**src/rtl/serial_add_pkg.sv**
```systemverilog
// Shared definitions for the bit-serial adder: FSM state codes and counter sizing.
package serial_add_pkg;

  typedef logic [1:0] state_t;

  localparam state_t IDLE = 2'b00;
  localparam state_t RUN  = 2'b01;
  localparam state_t DONE = 2'b10;

  function automatic int cnt_width(input int w);
    return (w > 2) ? $clog2(w) : 1;
  endfunction

endpackage

```
**src/rtl/full_add_cell.sv**
```systemverilog
// One-bit full adder built from two half adders; this is the only arithmetic
// cell in the serial adder and is reused for every bit position.
module half_adder (
  input  logic x,
  input  logic y,
  output logic s,
  output logic c
);

  assign s = x ^ y;
  assign c = x & y;

endmodule

module full_add_cell (
  input  logic x,
  input  logic y,
  input  logic ci,
  output logic s,
  output logic co
);

  logic s1_s;
  logic c1_s;
  logic c2_s;

  half_adder u_ha0 (.x(x),    .y(y),  .s(s1_s), .c(c1_s));
  half_adder u_ha1 (.x(s1_s), .y(ci), .s(s),    .c(c2_s));

  assign co = c1_s | c2_s;

endmodule

```
**src/rtl/serial_adder_ctrl.sv**
```systemverilog
// LSB-first bit-serial adder sequencer with valid/ready on both sides.
// Define SERIAL_ADD_OVF_EN to add the signed-overflow output ovf.
module serial_adder_ctrl
  import serial_add_pkg::*;
#(
  parameter int WIDTH = 8
) (
  input  logic             clk,
  input  logic             rst,
  input  logic             in_valid,
  output logic             in_ready,
  input  logic [WIDTH-1:0] a,
  input  logic [WIDTH-1:0] b,
  input  logic             cin,
  output logic             out_valid,
  input  logic             out_ready,
  output logic [WIDTH-1:0] sum,
  output logic             cout
`ifdef SERIAL_ADD_OVF_EN
  ,
  output logic             ovf
`endif
);

  localparam int CW = cnt_width(WIDTH);
  localparam logic [CW-1:0] CNT_LAST = CW'(WIDTH - 1);

  state_t           state_q, state_d;
  logic [WIDTH-1:0] a_sh_q, a_sh_d;
  logic [WIDTH-1:0] b_sh_q, b_sh_d;
  logic [WIDTH-1:0] sum_sh_q, sum_sh_d;
  logic [WIDTH-1:0] sum_q, sum_d;
  logic [WIDTH-1:0] sum_shift_s;
  logic             carry_q, carry_d;
  logic             cout_q, cout_d;
  logic [CW-1:0]    cnt_q, cnt_d;
  logic             cell_s;
  logic             cell_co;
`ifdef SERIAL_ADD_OVF_EN
  logic             ovf_q, ovf_d;
`endif

  full_add_cell u_cell (
    .x  (a_sh_q[0]),
    .y  (b_sh_q[0]),
    .ci (carry_q),
    .s  (cell_s),
    .co (cell_co)
  );

  // The new sum bit enters at the MSB so that after WIDTH shifts bit 0 sits at bit 0.
  assign sum_shift_s = (sum_sh_q >> 1) | {cell_s, {(WIDTH-1){1'b0}}};

  // Next-state and datapath update for the IDLE/RUN/DONE sequencer.
  always_comb begin
    state_d  = state_q;
    a_sh_d   = a_sh_q;
    b_sh_d   = b_sh_q;
    sum_sh_d = sum_sh_q;
    sum_d    = sum_q;
    carry_d  = carry_q;
    cout_d   = cout_q;
    cnt_d    = cnt_q;
`ifdef SERIAL_ADD_OVF_EN
    ovf_d    = ovf_q;
`endif
    case (state_q)
      IDLE: begin
        if (in_valid) begin
          a_sh_d   = a;
          b_sh_d   = b;
          sum_sh_d = {WIDTH{1'b0}};
          carry_d  = cin;
          cnt_d    = {CW{1'b0}};
          state_d  = RUN;
        end else begin
          state_d  = IDLE;
        end
      end
      RUN: begin
        a_sh_d   = a_sh_q >> 1;
        b_sh_d   = b_sh_q >> 1;
        sum_sh_d = sum_shift_s;
        carry_d  = cell_co;
        if (cnt_q == CNT_LAST) begin
          sum_d   = sum_shift_s;
          cout_d  = cell_co;
`ifdef SERIAL_ADD_OVF_EN
          // carry_q is the carry into the MSB during the final bit.
          ovf_d   = carry_q ^ cell_co;
`endif
          state_d = DONE;
        end else begin
          cnt_d   = cnt_q + CW'(1);
          state_d = RUN;
        end
      end
      DONE: begin
        if (out_ready) begin
          state_d = IDLE;
        end else begin
          state_d = DONE;
        end
      end
      default: begin
        state_d = IDLE;
      end
    endcase
  end

  // State and datapath registers with synchronous reset.
  always_ff @(posedge clk) begin
    if (rst) begin
      state_q  <= IDLE;
      a_sh_q   <= {WIDTH{1'b0}};
      b_sh_q   <= {WIDTH{1'b0}};
      sum_sh_q <= {WIDTH{1'b0}};
      sum_q    <= {WIDTH{1'b0}};
      carry_q  <= 1'b0;
      cout_q   <= 1'b0;
      cnt_q    <= {CW{1'b0}};
`ifdef SERIAL_ADD_OVF_EN
      ovf_q    <= 1'b0;
`endif
    end else begin
      state_q  <= state_d;
      a_sh_q   <= a_sh_d;
      b_sh_q   <= b_sh_d;
      sum_sh_q <= sum_sh_d;
      sum_q    <= sum_d;
      carry_q  <= carry_d;
      cout_q   <= cout_d;
      cnt_q    <= cnt_d;
`ifdef SERIAL_ADD_OVF_EN
      ovf_q    <= ovf_d;
`endif
    end
  end

  assign in_ready  = (state_q == IDLE);
  assign out_valid = (state_q == DONE);
  assign sum       = sum_q;
  assign cout      = cout_q;
`ifdef SERIAL_ADD_OVF_EN
  assign ovf       = ovf_q;
`endif

endmodule
```
**config.mk**
```make
export PLATFORM = sky130hd
export DESIGN_NAME = serial_adder_ctrl
export DESIGN_NICKNAME = d
export VERILOG_FILES = /design/src/rtl/serial_add_pkg.sv /design/src/rtl/full_add_cell.sv /design/src/rtl/serial_adder_ctrl.sv
export SDC_FILE = /design/constraint.sdc
export NUM_CORES = 1
export LEC_CHECK = 0
export BUFFER_PORTS_ARGS = -buffer_cell sky130_fd_sc_hd__buf_2
export CORE_ASPECT_RATIO = 2
export CORE_UTILIZATION = 40
export DETAILED_ROUTE_END_ITERATION = 6
export PLACE_DENSITY = 0.74
export SYNTH_ARGS = -nofsm -noshare
export SYNTH_HDL_FRONTEND = slang
export SYNTH_SLANG_ARGS = --single-unit
```
**constraint.sdc**
```tcl
create_clock -name clk -period 1.3 [get_ports clk]
set_input_delay 0.26 -clock clk [delete_from_list [all_inputs] [get_ports clk]]
set_output_delay 0.26 -clock clk [all_outputs]
set_load 0.01 [all_outputs]
```
* Word-level counts from Yosys, hierarchy flattened
Index checks and enable logic that the tools add are counted.
** Word-level totals
- Output and inout port bits :: 11
- Bits of input ports :: 21
- Register bits :: 39
** Cells by class
- Bitwise logic cells :: 6
- Equality and inequality tests :: 5
- Reduce and logical (&&, ||, !) cells :: 5
- Mux-type cells :: 15
- $add $sub $neg :: 1
** Operators by type and width (count)
- $pmux 8 s2 :: 3
- $mux 8 :: 3
- $or 7x8->8 :: 1
- $mux 3 :: 2
- $pmux 2 s3 :: 1
- $pmux 3 s2 :: 1
- $mux 2 :: 2
- $ne 2x2->1 const B :: 2
- $reduce_and 2->1 :: 2
- $add 3x1->3 const B :: 1
- $eq 3x3->1 const B :: 1
- $reduce_and 3->1 :: 1
- $and 1x1->1 :: 2
- $eq 2x1->1 const B :: 1
- $eq 2x2->1 const B :: 1
- $logic_not 2->1 :: 1
- $mux 1 :: 2
- $pmux 1 s2 :: 1
- $reduce_bool 2->1 :: 1
- $xor 1x1->1 :: 2
- $or 1x1->1 :: 1

* Longest topological paths before layout
Gate-level depths: netlist of run 1.
- Depth after elaboration :: 4
- Gate-level depth with buffers :: 6
- Gate-level depth less buffers :: 5

* Modules after synthesis
A second synthesis of run 1 with hierarchy kept.
** Second synthesis, totals
- Cell total of the unflattened synthesis :: 172
- Area total of the unflattened synthesis :: 1661.6 sq um
** By module, submodules not included
- serial_adder_ctrl :: instances 1, area each 1630.3 sq um, cells an instance 169
- half_adder :: instances 2, area each 12.5 sq um, cells an instance 1
- full_add_cell :: instances 1, area each 6.3 sq um, cells an instance 1

* Worst setup path before layout of run 1
OpenSTA, ideal clock, no wires.
- Path kind :: register -> register
- From :: register cnt_q[0]
- To :: register cnt_q[2]
- Setup time :: 133 ps
- Path slack :: 48 ps
- Stages on the path, launching flop included :: 7
- Arrival time :: 1119 ps
- Required time :: 1167 ps
- Path through :: dfxtp_1 ha_1 ha_1 buf_2 buf_2 nand3_1 a31oi_1
** On the way
- Longest elaborated chain between the ends :: 3
- Elaborated cells between the ends (all ways) :: 6
- Classes of those cells :: add/sub: 1; eq/ne: 2; mux: 2; reduce/logical: 1
** RTL lines
- from (decl) :: line serial_adder_ctrl.sv:36 : logic [CW-1:0] cnt_q, cnt_d;
- from (signal assigned) :: line serial_adder_ctrl.sv:121 : cnt_q <= {CW{1'b0}};
- from (signal assigned) :: line serial_adder_ctrl.sv:133 : cnt_q <= cnt_d;
- $add 3x1->3 or $eq 3x3->1 (tied branches) :: line serial_adder_ctrl.sv:94, serial_adder_ctrl.sv:85
- $mux 3 or $ne 2x2->1 (tied branches)
- $pmux 3 s2 or $reduce_and 3->1 (tied branches)
Several ways; a longest one is shown, not always the timed one. The select of a mux whose other input is x is not followed.
A chain may end at the register's enable or synchronous reset.

* Worst setup path after layout of run 1
- From :: register state_q[0]
- To :: output out_valid
** On the way
- Longest elaborated chain between the ends :: 1
** RTL lines
- from (decl) :: line serial_adder_ctrl.sv:28 : state_t state_q, state_d;
- from (signal assigned) :: line serial_adder_ctrl.sv:126 : state_q <= state_d;
- $eq 2x2->1 :: line serial_adder_ctrl.sv:141 : assign out_valid = (state_q == DONE);
- to (decl) :: line serial_adder_ctrl.sv:15 : output logic out_valid,
No other way between the ends.

==> metrics.txt, run 1 <==
run status complete, no violations; Total GRT Usage 16.0%; critical path's slowest cell dfxtp_4; clock latency on the worst-skew pair 290 ps; FF+latch count, synth 38; CP bufs+invs 2; Post-Syn Area 1760 um2; Post-CTS Hold Buffers 0; Starting Density 42.2%; total power 0.00244 W; Mean Syn Cell Area 10.3 um2; crit path DAT 1030 ps; Slew @ Worst Pin 180 ps; CTS tree done; CP required 1040 ps; Critical Setup Path Class reg -> out; r2r startpoint cnt_q[1]; syn_nets 195; RePlAce Congestion 0.814; setup violators final 0; Area contributors post-synth dfxtp_1 43%, a211oi_2 11%, mux2i_1 9.1%; Peak Freq 776 MHz; Rel. slew slack 87.7%; Diodes inserted 0; worst path cell trace buf_12 -> nor2b_4 -> buf_6; DIE AREA 4680 um2; Levels on crit path 3; hold depth 3; fillers 401; area growth from synthesis to layout 20.4%; CTS buffer count 5; most frequent cells in the layout 36 x dfxtp_1, 30 x buf_2, 17 x nor2_2; Reg2Reg Setup Slack 60 ps; routed len/inst 13.0 um; Mapped Cells 171; synth warn 0; post-route cell area 2120 um2; max cap viols 0; Slew Limit Fails 0; I/O pin count 32; area of the core 4170 um2; Synth area leader dfxtp_1; slowest stage delay, CP 360 ps; sequential fraction of the synthesis area 43.3%; Via density 5.11; Sum Neg Setup Slack 0 ps; IO Port Bufs 31; Tmin final 1290 ps; Iter 0 DRT Violations 22; Rows 33; critical path fanouts, max 14; crit start category flip-flop; Via Count 1335; antenna violations before repair 0; post-placement cell area 1940 um2; VDD IR max 0.985 mV; Final period util 99.1%; CTS Root Cell clkbuf_8; Yosys cell types 26; Detail Placement HPWL 2410 um; leak pwr 0.827 nW; DR pass1 iterations 4; share of the synthesized area in the top cell type 43.3%; CTS HTree Levels 2; reg2reg path depth 5; Crit. Startpoint state_q[0]; DR DRC count 0; first-pass GRT wire length 5660 um; final WL 3380 um; largest net degree at the start of global routing 39; Layout Utilization 50.8%; Clock Skew 6.10 ps; global route overflow 0; Top Family by Delay on Critical Path flip-flops; CTS max path bufs 2; CP endpoint kind output pin; CP endpoint out_valid; Die Width 48.9 um; PD cells 1150 nW/um2; worst hold path class in -> reg; Nets 232; share of cells above drive strength 1 44.5%; Min Hold Slack 248 ps; Die H 95.8 um; commonest non-fill, non-tap cell in the layout dfxtp_1; Worst-path clk slew 70 ps; Hold Vio Cnt, Final 0; vias in the first global route 1279; RSZ-0062 raised after global routing true; Worst R2R End sum[1]; Antenna Violating Nets Remaining 0; clk sinks 38
state kept, by name, indices dropped and copies added (netlist names):
signal    flops
b_sh_q        8
a_sh_q        8
cout          1
sum_sh_q      7
cnt_q         3
sum           8
state_q       2
carry_q       1
stage by stage:
step | setup WS [ps] | std cells
floorplan | 48.3 | 171
global placement | 75.8 | 249
detailed placement | -11.3 | 249
CTS | 6.72 | 258
global route | -42.4 | 261
finish | 12.2 | 261
per-layer routing:
metal / GRT usage (%) / vias to the layer above / wire length (um) / part of all wire, %
li1: - / 676 / - / -
met1: 16.7 / 619 / 1310 / 39
met2: 29.5 / 33 / 1870 / 55
met3: 3.95 / 7 / 137 / 4.1
met4: 7.35 / 0 / 63 / 1.9
met5: 0 / - / 0 / 0
cells in the mapped netlist:
library cell	instances
dfxtp_1	38
mux2i_1	16
a211oi_2	15
nor2_2	15
nand3_1	14
nand2_1	13
nor2_1	12
a21oi_1	10
a22oi_1	7
buf_6	5
a31oi_1	3
buf_2	3
clkbuf_1	3
a32oi_1	2
buf_12	2
buf_4	2
ha_1	2
fa_1	1
inv_1	1
nand2b_1	1
nand3b_2	1
nor2b_1	1
nor2b_4	1
nor3_1	1
o21ba_4	1
o21bai_1	1
worst min-delay path by stage:
stage                        start  slack (ps)   endpoint
after floorplan           in_valid         430  a_sh_q[7]
after global placement      sum[7]         440     sum[7]
after detailed placement    sum[3]         440     sum[3]
after CTS                     b[7]         240  b_sh_q[7]
after global routing          b[7]         260  b_sh_q[7]
final                         b[7]         250  b_sh_q[7]
worst min-delay path, cell delays in order:
cell	delay [ps]
buf_2	80
a32oi_1	90
nor2_1	70
timing repair:
action,CTS,global route
setup buffers,1,3
endpoints found under the setup margin,4,16
pin swaps,0,3
resized for setup,10,4
power breakdown:
| group | internal (W) | switching, W |
|---|---|---|
| sequential | 0.00122 | 0.0000418 |
| clock | 0.000426 | 0.000410 |
| combinational | 0.000168 | 0.000172 |
| total | 0.00181 | 0.000625 |
cells by family after synthesis:
kind of cell,after synthesis,synth area share (%)
and+or+nand+nor,59,17.1
AOI/OAI and AO/OA,39,19.9
DFF,38,43.3
buffers and inverters,16,8.04
muxes,16,9.11
adders and majority gates,3,2.56
area by class of cell:
type | instances | area, um2 | share of cell area, %
clock inverter | 2 | 12.5 | 0.591
timing repair buffer | 45 | 304 | 14.4
clock buffer | 6 | 82.6 | 3.90
multi-input combinational | 117 | 883 | 41.7
tap | 52 | 65.1 | 3.07
sequential | 38 | 766 | 36.2
inverter | 1 | 3.75 | 0.177
(Power assumes the default switching activity.)
==> run 2: changes to the inputs <==
--- a/config.mk
+++ b/config.mk
@@ -6,10 +6,12 @@
 export NUM_CORES = 1
 export LEC_CHECK = 0
 export BUFFER_PORTS_ARGS = -buffer_cell sky130_fd_sc_hd__buf_2
+export CAP_MARGIN = 30
 export CORE_ASPECT_RATIO = 2
 export CORE_UTILIZATION = 40
 export DETAILED_ROUTE_END_ITERATION = 6
 export PLACE_DENSITY = 0.74
+export REMOVE_ABC_BUFFERS = 1
 export SYNTH_ARGS = -nofsm -noshare
 export SYNTH_HDL_FRONTEND = slang
 export SYNTH_SLANG_ARGS = --single-unit
==> constraint.sdc (replaced) <==
create_clock -name clk -period 1.3 [get_ports clk]
set_input_delay 0.26 -clock clk [delete_from_list [all_inputs] [get_ports clk]]
set_output_delay 0.26 -clock clk [all_outputs]
set_load 0.005 [all_outputs]
==> run 2 against run 1 <==
Net effect:
- sequential share of layout area shrank 0.22 points
- sequential power about the same
- via count grew 1.1%
- highest routed layer unchanged
==> metrics.txt, run 2 (synthesized netlist as in run 1, its figures left out) <==
run status complete, no violations (unchanged); CTS tree done (unchanged); Iter 0 DRT Violations 26 (was 22); Layout Utilization 51.2% (was 50.8%); worst hold path class in -> reg (unchanged); Die Width 48.9 um (unchanged); Nets 237 (was 232); Tmin final 1270 ps (was 1290 ps); critical path fanouts, max 6 (was 14); RePlAce Congestion 0.810 (was 0.814); clk sinks 38 (unchanged); Final period util 97.8% (was 99.1%); CTS max path bufs 2 (unchanged); crit path DAT 1010 ps (was 1030 ps); Antenna Violating Nets Remaining 0 (unchanged); DP Cell Count 251 (was 249); Total GRT Usage 15.1% (was 16.0%); post-route cell area 2140 um2 (was 2120 um2); DR DRC count 0 (unchanged); Die H 95.8 um (unchanged); DIE AREA 4680 um2 (unchanged); Via Count 1350 (was 1335); max cap viols 0 (unchanged); area of the core 4170 um2 (unchanged); first-pass GRT wire length 5450 um (was 5660 um); VDD IR max 0.967 mV (was 0.985 mV); Via density 5.08 (was 5.11); CP required 1040 ps (about the same); vias in the first global route 1300 (was 1279); CTS HTree Levels 2 (unchanged); DR pass1 iterations 6 (was 4); Hold Vio Cnt, Final 0 (unchanged); area growth from synthesis to layout 21.6% (was 20.4%); clock latency on the worst-skew pair 290 ps (about the same); CTS buffer count 5 (unchanged); Peak Freq 786 MHz (was 776 MHz); Slew @ Worst Pin 348 ps (was 180 ps); crit start category flip-flop (unchanged); commonest non-fill, non-tap cell in the layout dfxtp_1 (unchanged); routed len/inst 12.4 um (was 13.0 um); Layout Cells excl Fill 266 (was 261); CTS Root Cell clkbuf_8 (unchanged); Starting Density 42.2% (unchanged); Critical Setup Path Class reg -> out (unchanged); Rel. slew slack 76.7% (was 87.7%); antenna violations before repair 0 (unchanged); global route overflow 0 (unchanged); setup violators final 0 (unchanged); share of cells above drive strength 1 44.9% (was 44.5%); leak pwr 0.879 nW (was 0.827 nW); Rows 33 (unchanged); Reg2Reg Setup Slack 50 ps (was 60 ps); largest net degree at the start of global routing 31 (was 39); Slew Limit Fails 0 (unchanged); final WL 3290 um (was 3380 um); CP endpoint kind output pin (unchanged); total power 0.00243 W (was 0.00244 W); Diodes inserted 0 (unchanged); Detail Placement HPWL 2250 um (was 2410 um); Worst-path clk slew 70 ps (about the same); Min Hold Slack 239 ps (was 248 ps); most frequent cells in the layout 36 x dfxtp_1, 31 x buf_2, 17 x buf_4 (was 36 x dfxtp_1, 30 x buf_2, 17 x nor2_2); Clock Skew 5.67 ps (was 6.10 ps); I/O pin count 32 (unchanged); IO Port Bufs 31 (unchanged); post-placement cell area 1940 um2 (about the same); PD cells 1140 nW/um2 (was 1150 nW/um2)
==> run 2: layout make-up <==
type | count | area [um2]
timing repair buffer | 50 | 318
clock buffer | 7 | 86.3
multi-input combinational | 117 | 891
clock inverter | 1 | 5.00
tap | 52 | 65.1
inverter | 1 | 3.75
fill | 401 | 2030
sequential | 38 | 768
==> run 2: worst paths after layout <==
check        startpoint         to  cells after the start
min reg2reg        cout       cout                      2
min                a[7]  a_sh_q[7]                      3
max reg2reg    cnt_q[0]   cnt_q[2]                      5
max          state_q[0]  out_valid                      3
==> run 2: power by group <==
part	total, W	leakage, nW	switching, W	internal (W)
logic	0.000346	0.519	0.000173	0.000173
registers	0.00126	0.312	0.0000391	0.00122
clock network	0.000829	0.0482	0.000402	0.000427
total	0.00243	0.879	0.000614	0.00182
==> run 2: worst max-delay path, stage by stage, from the launching register on <==
cell and delay (ps):
dfxtp_4 350, buf_8 130, nor2b_2 120, buf_2 120
==> run 2: routing by layer <==
metal  wire length (um)  global-route usage, %  share of wire [%]
met5                  0                      0                  0
met4                 70                   8.09                2.1
met3                109                   3.32                3.3
met2               1800                   29.2                 55
met1               1310                   14.7                 40
==> run 2: what timing repair did <==
| item | 4_1_cts | 5_1_grt |
|---|---|---|
| pin swaps | 0 | 1 |
| gates resized for setup | 9 | 4 |
| setup endpoints to repair | 15 | 20 |
| setup buffers | 1 | 6 |
| hold buffers | 0 | 0 |
==> run 2: metrics by stage <==
stage	TNS (ps)	worst slack, ps
global route	-65.0	-40.4
CTS	0	10.9
floorplan	-18480	-559
finish	0	28.2
global placement	-24.2	-6.04
detailed placement	-835	-98.8
==> run 3: changes to the inputs <==
--- a/config.mk
+++ b/config.mk
@@ -5,6 +5,7 @@
 export SDC_FILE = /design/constraint.sdc
 export NUM_CORES = 1
 export LEC_CHECK = 0
+export ABC_AREA = 1
 export BUFFER_PORTS_ARGS = -buffer_cell sky130_fd_sc_hd__buf_2
 export CAP_MARGIN = 30
 export CORE_ASPECT_RATIO = 2
@@ -12,6 +13,7 @@
 export DETAILED_ROUTE_END_ITERATION = 6
 export PLACE_DENSITY = 0.74
 export REMOVE_ABC_BUFFERS = 1
+export SETUP_SLACK_MARGIN = 0.05
 export SYNTH_ARGS = -nofsm -noshare
 export SYNTH_HDL_FRONTEND = slang
 export SYNTH_SLANG_ARGS = --single-unit
==> run 3 against run 2 <==
Net effect:
- global-route usage rose by 1.2 points
- critical path depth stayed put
- wire length up 7.1%
- flip-flop and latch count stayed put
- cell count grew 32%
- combinational power is essentially flat
- area after synthesis is 0.28% lower
- register-to-register slack improved by 80 ps
- worst setup slack better by 59 ps
- clock skew up 1.5 ps
- count of clock-buffer cells in the layout down 2
- non-clock buffer count shrank 13
- critical path type unchanged
==> metrics.txt, run 3 <==
RSZ-0062 raised after global routing true; Via density 4.52 (was 5.08); commonest non-fill, non-tap cell in the layout nand2_1 (was dfxtp_1); Slew @ Worst Pin 211 ps (was 348 ps); top post-synthesis cells by count 116 x nand2_1, 43 x nor2_1, 38 x dfxtp_1, 23 x inv_1, 19 x a21oi_1 (was 38 x dfxtp_1, 16 x mux2i_1, 15 x a211oi_2, 15 x nor2_2, 14 x nand3_1); Worst R2R End cout (was cnt_q[2]); vias in the first global route 1395 (was 1300); Hold Vio Cnt, Final 0 (unchanged); Rel. slew slack 85.9% (was 76.7%); run status complete, no violations (unchanged); Sum Neg Setup Slack 0 ps (unchanged); VDD IR max 0.756 mV (was 0.967 mV); reg2reg path depth 6 (was 5); Diodes inserted 0 (unchanged); Post-CTS Setup Bufs 0 (was 1); Layout Cells excl Fill 352 (was 266); Crit. Startpoint state_q[1] (was state_q[0]); share of cells above drive strength 1 22.0% (was 44.9%); most frequent cells in the layout 113 x nand2_1, 41 x nor2_1, 34 x dfxtp_1 (was 36 x dfxtp_1, 31 x buf_2, 17 x buf_4); CP required 1040 ps (about the same); Die H 95.6 um (was 95.8 um); Rows 33 (unchanged); Final period util 93.3% (was 97.8%); setup violators final 0 (unchanged); post-route cell area 2140 um2 (about the same); DR pass1 iterations 4 (was 6); IO Port Bufs 31 (unchanged); RePlAce Congestion 0.813 (was 0.810); worst path cell trace inv_4 -> nor2_4 -> buf_2 (was buf_8 -> nor2b_2 -> buf_2); Tmin final 1210 ps (was 1270 ps); largest net degree at the start of global routing 33 (was 31); Worst-path clk slew 70 ps (about the same); Slew Limit Fails 0 (unchanged); Top Family by Delay on Critical Path flip-flops (unchanged); slowest stage delay, CP 410 ps (was 350 ps); CTS HTree Levels 2 (unchanged); CTS max path bufs 2 (unchanged); Reg2Reg Setup Slack 130 ps (was 50 ps); Post-synth EDFFs 0 (unchanged); r2r startpoint cnt_q[0] (unchanged); top-count cell post-synth nand2_1 (was dfxtp_1); leak pwr 1.01 nW (was 0.879 nW); Clock Skew 7.19 ps (was 5.67 ps); Detail Placement HPWL 2420 um (was 2250 um); Antenna Violating Nets Remaining 0 (unchanged); DIE AREA 4670 um2 (was 4680 um2); Yosys cell types 18 (was 26); DR DRC count 0 (unchanged); Synth area leader dfxtp_1 (unchanged); hold depth 4 (was 3); CP endpoint kind output pin (unchanged); crit start category flip-flop (unchanged); CP bufs+invs 2 (unchanged); global route overflow 0 (unchanged); PD cells 1100 nW/um2 (was 1140 nW/um2); post-placement cell area 1970 um2 (was 1940 um2); Worst Hold Launch out_ready (was a[7]); Layout Utilization 51.7% (was 51.2%); synth warn 0 (unchanged); Critical Setup Path Class reg -> out (unchanged); worst hold path class in -> reg (unchanged); fillers 435 (was 401); Mapped Cells 266 (was 171); critical path's slowest cell dfxtp_4 (unchanged); DP Cell Count 344 (was 251); Post-Syn Area 1750 um2 (was 1760 um2); Via Count 1592 (was 1350); CTS Root Cell clkbuf_8 (unchanged); first-pass GRT wire length 5830 um (was 5450 um); clk sinks 38 (unchanged); Total GRT Usage 16.3% (was 15.1%); critical path fanouts, max 4 (was 6); Starting Density 42.5% (was 42.2%); Iter 0 DRT Violations 13 (was 26); hold path endpoint state_q[1] (was a_sh_q[7]); sequential fraction of the synthesis area 43.4% (was 43.3%); crit path DAT 950 ps (was 1010 ps); area growth from synthesis to layout 21.8% (was 21.6%); CTS buffer count 5 (unchanged); final critical-path setup slack 86.9 ps (was 28.2 ps); clock latency on the worst-skew pair 280 ps (was 290 ps); share of the synthesized area in the top cell type 43.4% (was 43.3%); antenna violations before repair 0 (unchanged); final WL 3530 um (was 3290 um); Nets 324 (was 237); Synth Flop Type dfxtp_1 (unchanged); Peak Freq 824 MHz (was 786 MHz); Area contributors post-synth dfxtp_1 43%, nand2_1 25%, nor2_1 9.2% (was dfxtp_1 43%, a211oi_2 11%, mux2i_1 9.1%); ys async rst share 0% (unchanged); Die Width 48.8 um (was 48.9 um); max cap viols 0 (unchanged); I/O pin count 32 (unchanged); routed len/inst 10.0 um (was 12.4 um); area of the core 4130 um2 (was 4170 um2); Post-CTS Hold Buffers 0 (unchanged); Place WS -5.92 ps (was -98.8 ps); Mean Syn Cell Area 6.59 um2 (was 10.3 um2); FF+latch count, synth 38 (unchanged); CTS tree done (unchanged)
[run 3: stage by stage]
step / total power (W) / hold slack [ps]
2_1_floorplan: 0.00149 / 329
5_1_grt: 0.00249 / 248
3_3_place_gp: 0.00161 / 445
4_1_cts: 0.00238 / 224
6_report: 0.00235 / 229
3_5_place_dp: 0.00162 / 451
[run 3: worst max-delay path by stage]
stage                           end  slack (ps)  depth (start not counted)
after floorplan           a_sh_q[0]        -230                          4
after global placement     cnt_q[1]          60                          7
after detailed placement     sum[4]          -6                          6
after CTS                  in_ready          30                          2
after global routing       in_ready          40                          2
final                     out_valid          90                          3
[run 3: worst register-to-register path: stages (launching register included)]
cell and delay, ps:
dfxtp_2 360, ha_4 150, ha_4 160, inv_4 60, nor2_4 180, nand2_1 80
a21oi_1 130
[run 3: cell families (layout without fill, tap and decap cells)]
family                   count (synthesis)  count (layout)  synth area share, %
AND/OR/NAND/NOR                        167             168                 37.4
flip-flops                              38              38                 43.4
buffers and inverters                   37              70                 10.4
AO/OA/AOI/OAI                           21              21                 6.21
adder cells (fa/ha/maj)                  3               3                 2.57
[run 3: repair_timing]
action                                  4_1_cts  5_1_grt
gates resized for setup                      10       14
endpoints found under the hold margin         0        0
endpoints found under the setup margin       14       13
pin swaps                                     1        4
gates cloned                                  1        0
[run 3: layout make-up]
| class | instances | area [um2] | area share, % |
|---|---|---|---|
| clock inverter | 2 | 10.0 | 0.469 |
| clock buffer | 5 | 68.8 | 3.22 |
| timing repair buffer | 37 | 238 | 11.1 |
| inverter | 26 | 103 | 4.80 |
| multi-input combinational | 192 | 881 | 41.2 |
| sequential | 38 | 771 | 36.1 |
| tap | 52 | 65.1 | 3.05 |
[run 3: report_power, final]
| group | total [W] | leakage, nW | switching, W | internal [W] |
|---|---|---|---|---|
| Sequential | 0.00126 | 0.313 | 0.0000420 | 0.00122 |
| Clock | 0.000747 | 0.0438 | 0.000388 | 0.000360 |
| Combinational | 0.000345 | 0.651 | 0.000195 | 0.000150 |
| Total | 0.00235 | 1.01 | 0.000625 | 0.00173 |
[run 3: layer usage]
metal | global-route usage [%] | routed length [um]
met1 | 16.3 | 1420
met2 | 31.4 | 1900
met3 | 3.67 | 140
met4 | 7.35 | 63
met5 | 0 | 0
